## config.mk

```make
export PLATFORM = sky130hd
export DESIGN_NAME = cordic_channel_scheduler
export DESIGN_NICKNAME = d
export VERILOG_FILES = /design/src/rtl/cordic_pkg.sv /design/src/rtl/cordic_channel_scheduler_rr_pick.sv /design/src/rtl/cordic_channel_scheduler.sv
export SDC_FILE = /design/constraint.sdc
export NUM_CORES = 1
export LEC_CHECK = 0
export ABC_AREA = 1
export CAP_MARGIN = 0
export CELL_PAD_IN_SITES_DETAIL_PLACEMENT = 0
export CELL_PAD_IN_SITES_GLOBAL_PLACEMENT = 1
export CORE_MARGIN = 5
export CORE_UTILIZATION = 40
export DETAILED_ROUTE_END_ITERATION = 7
export PLACE_DENSITY = 0.79
export RECOVER_POWER = 50
export SYNTH_ARGS = -nofsm -noshare
export SYNTH_HDL_FRONTEND = slang
export SYNTH_SLANG_ARGS = --single-unit
```

## constraint.sdc

```tcl
create_clock -name clk -period 7.3 [get_ports clk]
set_input_delay 0.73 -clock clk [delete_from_list [all_inputs] [get_ports clk]]
set_output_delay 0.73 -clock clk [all_outputs]
set_load 0.02 [all_outputs]
```

## src/rtl/cordic_pkg.sv

```systemverilog
// Shared constants, tag type and phase-wrap helper for the CORDIC channel scheduler.
// Phases are signed 1.2.13 fixed point, so +/-pi is +/-25736.
package cordic_pkg;

   localparam int PKG_PW         = 16;
   localparam int CORDIC_LAT_DEF = 20;
   localparam int TAG_CHW        = 4;

   localparam logic signed [15:0] PI_POS   = 16'sh6488;
   localparam logic signed [15:0] PI_NEG   = 16'sh9B78;
   localparam logic signed [17:0] PI_POS_X = 18'sd25736;
   localparam logic signed [17:0] PI_NEG_X = -18'sd25736;
   localparam logic signed [17:0] TWO_PI   = 18'sd51472;

   typedef struct packed {
      logic               valid;
      logic [TAG_CHW-1:0] ch;
   } tag_t;

   // Modular phase step; the result always lies in [PI_NEG, PI_POS).
   function automatic logic signed [15:0] phase_advance(input logic signed [15:0] ph,
                                                        input logic signed [15:0] inc);
      logic signed [17:0] s;
      logic signed [17:0] r;
      s = $signed({{2{ph[15]}}, ph}) + $signed({{2{inc[15]}}, inc});
      if (s >= PI_POS_X) begin
         r = s - TWO_PI;
      end else if (s < PI_NEG_X) begin
         r = s + TWO_PI;
      end else begin
         r = s;
      end
      return r[15:0];
   endfunction

endpackage

```

## src/rtl/cordic_channel_scheduler_rr_pick.sv

```systemverilog
// Cyclic first-one search over the channel enable vector, starting at ptr.
module rr_pick
   import cordic_pkg::*;
#(
   parameter int NCH = 4,
   parameter int CW  = 2
) (
   input  logic [NCH-1:0] en,
   input  logic [CW-1:0]  ptr,
   output logic           found,
   output logic [CW-1:0]  idx
);

   logic [CW:0] pos_s;

   // Scan from farthest to nearest so the nearest enabled channel wins.
   always_comb begin
      found = 1'b0;
      idx   = ptr;
      pos_s = '0;
      for (int i = NCH - 1; i >= 0; i--) begin
         pos_s = {1'b0, ptr} + (CW+1)'(i);
         if (pos_s >= (CW+1)'(NCH)) begin
            pos_s = pos_s - (CW+1)'(NCH);
         end else begin
            pos_s = pos_s;
         end
         if (en[pos_s[CW-1:0]]) begin
            found = 1'b1;
            idx   = pos_s[CW-1:0];
         end else begin
            found = found;
         end
      end
   end

endmodule

```

## src/rtl/cordic_channel_scheduler.sv

```systemverilog
// Time-multiplexes one CORDIC core over NCH tone channels: round-robin phase issue,
// latency-matched tag line, per-channel sin/cos return and a sticky sync check.
module cordic_channel_scheduler
   import cordic_pkg::*;
#(
   parameter int NCH        = 4,
   parameter int CW         = 2,
   parameter int PW         = PKG_PW,
   parameter int OW         = 16,
   parameter int CORDIC_LAT = CORDIC_LAT_DEF
) (
   input  logic          clk,
   input  logic          rst,
   input  logic          cfg_we,
   input  logic [CW-1:0] cfg_ch,
   input  logic [PW-1:0] cfg_inc,
   input  logic          cfg_en,
   output logic          ph_tvalid,
   output logic [PW-1:0] ph_tdata,
   input  logic          dout_tvalid,
   input  logic [2*OW-1:0] dout_tdata,
   output logic          out_valid,
   output logic [CW-1:0] out_ch,
   output logic [OW-1:0] out_sin,
   output logic [OW-1:0] out_cos,
   output logic          sync_err
);

   localparam int MW = $clog2(CORDIC_LAT + 1);

   logic [NCH-1:0]       en_q, en_d;
   logic signed [PW-1:0] inc_q [NCH];
   logic signed [PW-1:0] inc_d [NCH];
   logic signed [PW-1:0] phase_q [NCH];
   logic signed [PW-1:0] phase_d [NCH];
   logic [CW-1:0]        ptr_q, ptr_d;
   logic                 ph_tvalid_q, ph_tvalid_d;
   logic [PW-1:0]        ph_tdata_q, ph_tdata_d;
   logic [CW-1:0]        ph_ch_q, ph_ch_d;
   tag_t                 tag_q [CORDIC_LAT];
   tag_t                 tag_d [CORDIC_LAT];
   tag_t                 tail_s;
   logic [MW-1:0]        mask_q, mask_d;
   logic                 out_valid_q, out_valid_d;
   logic [CW-1:0]        out_ch_q, out_ch_d;
   logic [OW-1:0]        out_sin_q, out_sin_d;
   logic [OW-1:0]        out_cos_q, out_cos_d;
   logic                 sync_err_q, sync_err_d;
   logic                 pick_found_s;
   logic [CW-1:0]        pick_idx_s;

   rr_pick #(.NCH(NCH), .CW(CW)) u_rr_pick (
      .en    (en_q),
      .ptr   (ptr_q),
      .found (pick_found_s),
      .idx   (pick_idx_s)
   );

   assign tail_s = tag_q[CORDIC_LAT-1];

   // Issue and config: the issue decision uses pre-write en/inc, so a write landing
   // on the issuing channel only takes effect from the following cycle.
   always_comb begin
      en_d        = en_q;
      ptr_d       = ptr_q;
      ph_tvalid_d = 1'b0;
      ph_tdata_d  = ph_tdata_q;
      ph_ch_d     = ph_ch_q;
      for (int c = 0; c < NCH; c++) begin
         inc_d[c]   = inc_q[c];
         phase_d[c] = phase_q[c];
      end
      if (pick_found_s) begin
         ph_tvalid_d         = 1'b1;
         ph_tdata_d          = phase_q[pick_idx_s];
         ph_ch_d             = pick_idx_s;
         ptr_d               = (pick_idx_s == CW'(NCH - 1)) ? '0 : pick_idx_s + CW'(1);
         phase_d[pick_idx_s] = phase_advance(phase_q[pick_idx_s], inc_q[pick_idx_s]);
      end else begin
         ph_tvalid_d = 1'b0;
      end
      if (cfg_we) begin
         inc_d[cfg_ch] = cfg_inc;
         en_d[cfg_ch]  = cfg_en;
         if (cfg_en && !en_q[cfg_ch]) begin
            phase_d[cfg_ch] = '0;
         end else begin
            phase_d[cfg_ch] = phase_d[cfg_ch];
         end
      end else begin
         en_d = en_d;
      end
   end

   // Tag line, output capture and masked sync check against the core's valid.
   always_comb begin
      tag_d[0] = '{valid: ph_tvalid_q, ch: TAG_CHW'(ph_ch_q)};
      for (int i = 1; i < CORDIC_LAT; i++) begin
         tag_d[i] = tag_q[i-1];
      end
      mask_d      = (mask_q != '0) ? mask_q - MW'(1) : mask_q;
      out_valid_d = tail_s.valid & dout_tvalid;
      out_ch_d    = out_ch_q;
      out_sin_d   = out_sin_q;
      out_cos_d   = out_cos_q;
      sync_err_d  = sync_err_q;
      if (out_valid_d) begin
         out_ch_d  = CW'(tail_s.ch);
         out_sin_d = dout_tdata[2*OW-1:OW];
         out_cos_d = dout_tdata[OW-1:0];
      end else begin
         out_ch_d = out_ch_q;
      end
      if ((mask_q == '0) && (tail_s.valid != dout_tvalid)) begin
         sync_err_d = 1'b1;
      end else begin
         sync_err_d = sync_err_q;
      end
   end

   // State registers.
   always_ff @(posedge clk) begin
      if (rst) begin
         en_q        <= '0;
         ptr_q       <= '0;
         ph_tvalid_q <= 1'b0;
         ph_tdata_q  <= '0;
         ph_ch_q     <= '0;
         for (int c = 0; c < NCH; c++) begin
            inc_q[c]   <= '0;
            phase_q[c] <= '0;
         end
         for (int i = 0; i < CORDIC_LAT; i++) begin
            tag_q[i] <= '0;
         end
         mask_q      <= MW'(CORDIC_LAT);
         out_valid_q <= 1'b0;
         out_ch_q    <= '0;
         out_sin_q   <= '0;
         out_cos_q   <= '0;
         sync_err_q  <= 1'b0;
      end else begin
         en_q        <= en_d;
         ptr_q       <= ptr_d;
         ph_tvalid_q <= ph_tvalid_d;
         ph_tdata_q  <= ph_tdata_d;
         ph_ch_q     <= ph_ch_d;
         for (int c = 0; c < NCH; c++) begin
            inc_q[c]   <= inc_d[c];
            phase_q[c] <= phase_d[c];
         end
         for (int i = 0; i < CORDIC_LAT; i++) begin
            tag_q[i] <= tag_d[i];
         end
         mask_q      <= mask_d;
         out_valid_q <= out_valid_d;
         out_ch_q    <= out_ch_d;
         out_sin_q   <= out_sin_d;
         out_cos_q   <= out_cos_d;
         sync_err_q  <= sync_err_d;
      end
   end

   assign ph_tvalid = ph_tvalid_q;
   assign ph_tdata  = ph_tdata_q;
   assign out_valid = out_valid_q;
   assign out_ch    = out_ch_q;
   assign out_sin   = out_sin_q;
   assign out_cos   = out_cos_q;
   assign sync_err  = sync_err_q;

endmodule

```

==> flow_metrics.env <==
export IMPL_layout_drive_gt1_share=0.0828
export IMPL_fillers=3059
export IMPL_worst_slew_pin_slew_ns=3.55
export IMPL_ys_ff_latch=254
export IMPL_maxCapViolCount=2
export IMPL_io_pins=108
export IMPL_crit_required_ns=7.64
export IMPL_final_cell_mix="270 x nor2_1, 266 x nand2_1, 254 x dfxtp_1"
export IMPL_fin_skew_ns=0.00948
export IMPL_slew_violations=148
export IMPL_chipHeight_um=185
export IMPL_crit_family="simple AND/OR/NAND/NOR gates"
export IMPL_yosys_warnings=0
export IMPL_holdPathEnd="tag_q[1][11]$_SDFF_PP0_"
export IMPL_vias=11360
export IMPL_min_period_ns=6.14
export IMPL_cp_common_cell="nand2_1"
export IMPL_fin_ws_ns=1.16
export IMPL_synth_top_area_frac=0.416
export IMPL_numClockSinks=254
export IMPL_path_clk_slew_ns=0.06
export IMPL_reg2reg_depth=37
export IMPL_hpwl_um=23200
export IMPL_dr_pass1_iters=5
export IMPL_status="finished with violations"
export IMPL_max_freq_mhz=163
export IMPL_die_w_um=185
export IMPL_cpPeakStageDelay_ns=0.61
export IMPL_ys_types=41
export IMPL_critPathKind="flop to flop"
export IMPL_rsz0062_at_grt="no"
export IMPL_min_path_cells=2
export IMPL_rrSetupSlack_ns=1.16
export IMPL_start_kind="flop"
export IMPL_hold_start="tag_q[1][6]$_SDFF_PP0_"
export IMPL_worstHoldPathType="flop to flop"
export IMPL_grt_pass1_wl_um=56600
export IMPL_avgViaCountPerCell=5.18
export IMPL_drtIter0Drc=991
export IMPL_cp_max_fo=64
export IMPL_worstPathArrival_ns=6.47
export IMPL_timing_rr_start="ptr_q[0]$_SDFFE_PP0N_"
export IMPL_crit_start="ptr_q[0]$_SDFFE_PP0N_"
export IMPL_netlist_top_cells_area="dfxtp_1 42%, nor2_1 8.3%, nand2_1 8.2%"
export IMPL_seq_area_frac_synth=0.416
export IMPL_post_cts_resized=0
export IMPL_cts_hold_buf=0
export IMPL_initial_utilization=0.402
export IMPL_routed_wl_um=35700
export IMPL_nets=1855
export IMPL_antenna_found_initial=0
export IMPL_grt_overflow_total=0
export IMPL_netlist_instances=1725
export IMPL_period_share=0.841
export IMPL_cts_tree="built"
export IMPL_core_area_um2=30300
export IMPL_violations="max-capacitance violations, max-slew violations"
export IMPL_tns_ns=0
export IMPL_core_rowCount=64
export IMPL_grt_max_degree=83
export IMPL_clock_latency_ns=0.56
export IMPL_cp_buffers_inverters=5
export IMPL_dp_slack_ns=1.28
export IMPL_setup_viol=0
export IMPL_cts_root_buffer="clkbuf_16"
export IMPL_cp_num_cells=37
export IMPL_first_global_vias=10476
export IMPL_dieArea_um2=34100
export IMPL_slew_headroom=-1.37
export IMPL_numPortBuffers=107
export IMPL_antennaDiodeCount=0
export IMPL_drt_antenna_violating_nets=0
export IMPL_place_congestion=0.882
export IMPL_cts_setup_buffers=0
export IMPL_finalHoldViolCount=0
export IMPL_area_growth_pct=18.3
export IMPL_synth_top_area_cell="dfxtp_1"
export IMPL_avgSynthCellArea_um2=7.08
export IMPL_final_core_util=0.476
export IMPL_end_kind="flop"
export IMPL_drc=0
export IMPL_cts_made_buffers=29
export IMPL_cts_max_level=1
export IMPL_cpMaxStageDelayCell="buf_4"
export IMPL_grt_total_usage=0.203
export IMPL_syn_area_um2=12200
export IMPL_syn_num_nets=1804
export IMPL_drt_wirelength_per_cell_um=16.3
export IMPL_r2r_end="phase_q[2][7]$_SDFF_PP0_"
export IMPL_final_common_cell="nor2_1"
export IMPL_clk_path_buf_depth=3
cell type report:
class	instances	area (µm²)	area share
multi-input combinational	1176	5980	0.414
sequential	254	5080	0.352
timing repair buffer	121	1170	0.0807
clock buffer	38	830	0.0574
inverter	194	733	0.0507
tap	396	495	0.0343
clock inverter	16	156	0.0108
routing by layer:
| layer | GRT usage | vias up | wire [µm] |
|---|---|---|---|
| met2 | 0.337 | 283 | 16700 |
| met5 | 0 | - | 0 |
| met1 | 0.282 | 5289 | 16500 |
| li1 | - | 5742 | - |
| met4 | 0.0402 | 0 | 560 |
| met3 | 0.0324 | 46 | 2050 |
state kept, by name (all words and copies together) (netlist names):
register   count
ph_tdata      16
inc_q         64
sync_err       1
mask_q         5
en_q           4
out_valid      1
phase_q       64
ph_ch_q        2
tag_q         60
ptr_q          2
out_cos       16
ph_tvalid      1
out_ch         2
out_sin       16
worst max path at each step:
stage,slack [ns],to
after global routing,0.46,phase_q[2][7]$_SDFF_PP0_
after floorplan,2.78,phase_q[0][14]$_SDFF_PP0_
after CTS,1.25,phase_q[2][7]$_SDFF_PP0_
after detailed placement,1.28,phase_q[1][7]$_SDFF_PP0_
final,1.16,phase_q[2][7]$_SDFF_PP0_
after global placement,1.35,phase_q[0][14]$_SDFF_PP0_
worst reg2reg max path, delay by kind of cell (launching register included):
kind            cells  cell delay (ns)
buf+inv             5             0.99
flops               1             0.59
simple gates       25             2.69
fa+ha+maj           1             0.35
compound gates      6             1.26
cells by family after synthesis:
group / synth area share
AND/OR/NAND/NOR: 0.262
buffers and inverters: 0.0942
flip-flops: 0.416
adder cells (fa/ha/maj): 0.0252
XOR/XNOR: 0.0149
AO/OA/AOI/OAI: 0.187
synth_stat cells (all sizes together):
master,count
nand4,6
o311a,1
buf,11
o21bai,16
and2,1
or2,33
clkinv,5
ha,23
clkbuf,90
inv,189
a31oi,1
nand3,131
o311ai,48
a21oi,82
nand2,298
xnor2,3
o211ai,17
o31ai,16
xor2,16
a21boi,1
o21ai,201
a211oi,2
nor2,272
o22ai,6
dfxtp,254
fa,1
nor3,1
through the flow:
stage	hold WS [ns]	std cells	area (µm²)
final	0.397	2195	14400
after global routing	0.410	2195	14400
after CTS	0.399	2195	14500
after detailed placement	0.392	2141	13500
after global placement	0.390	2141	13500
after floorplan	0.388	1725	12200
Power is left out: the tool's default activity adds up to more than one toggle a clock period on the data nets, which glitch-free logic cannot reach.
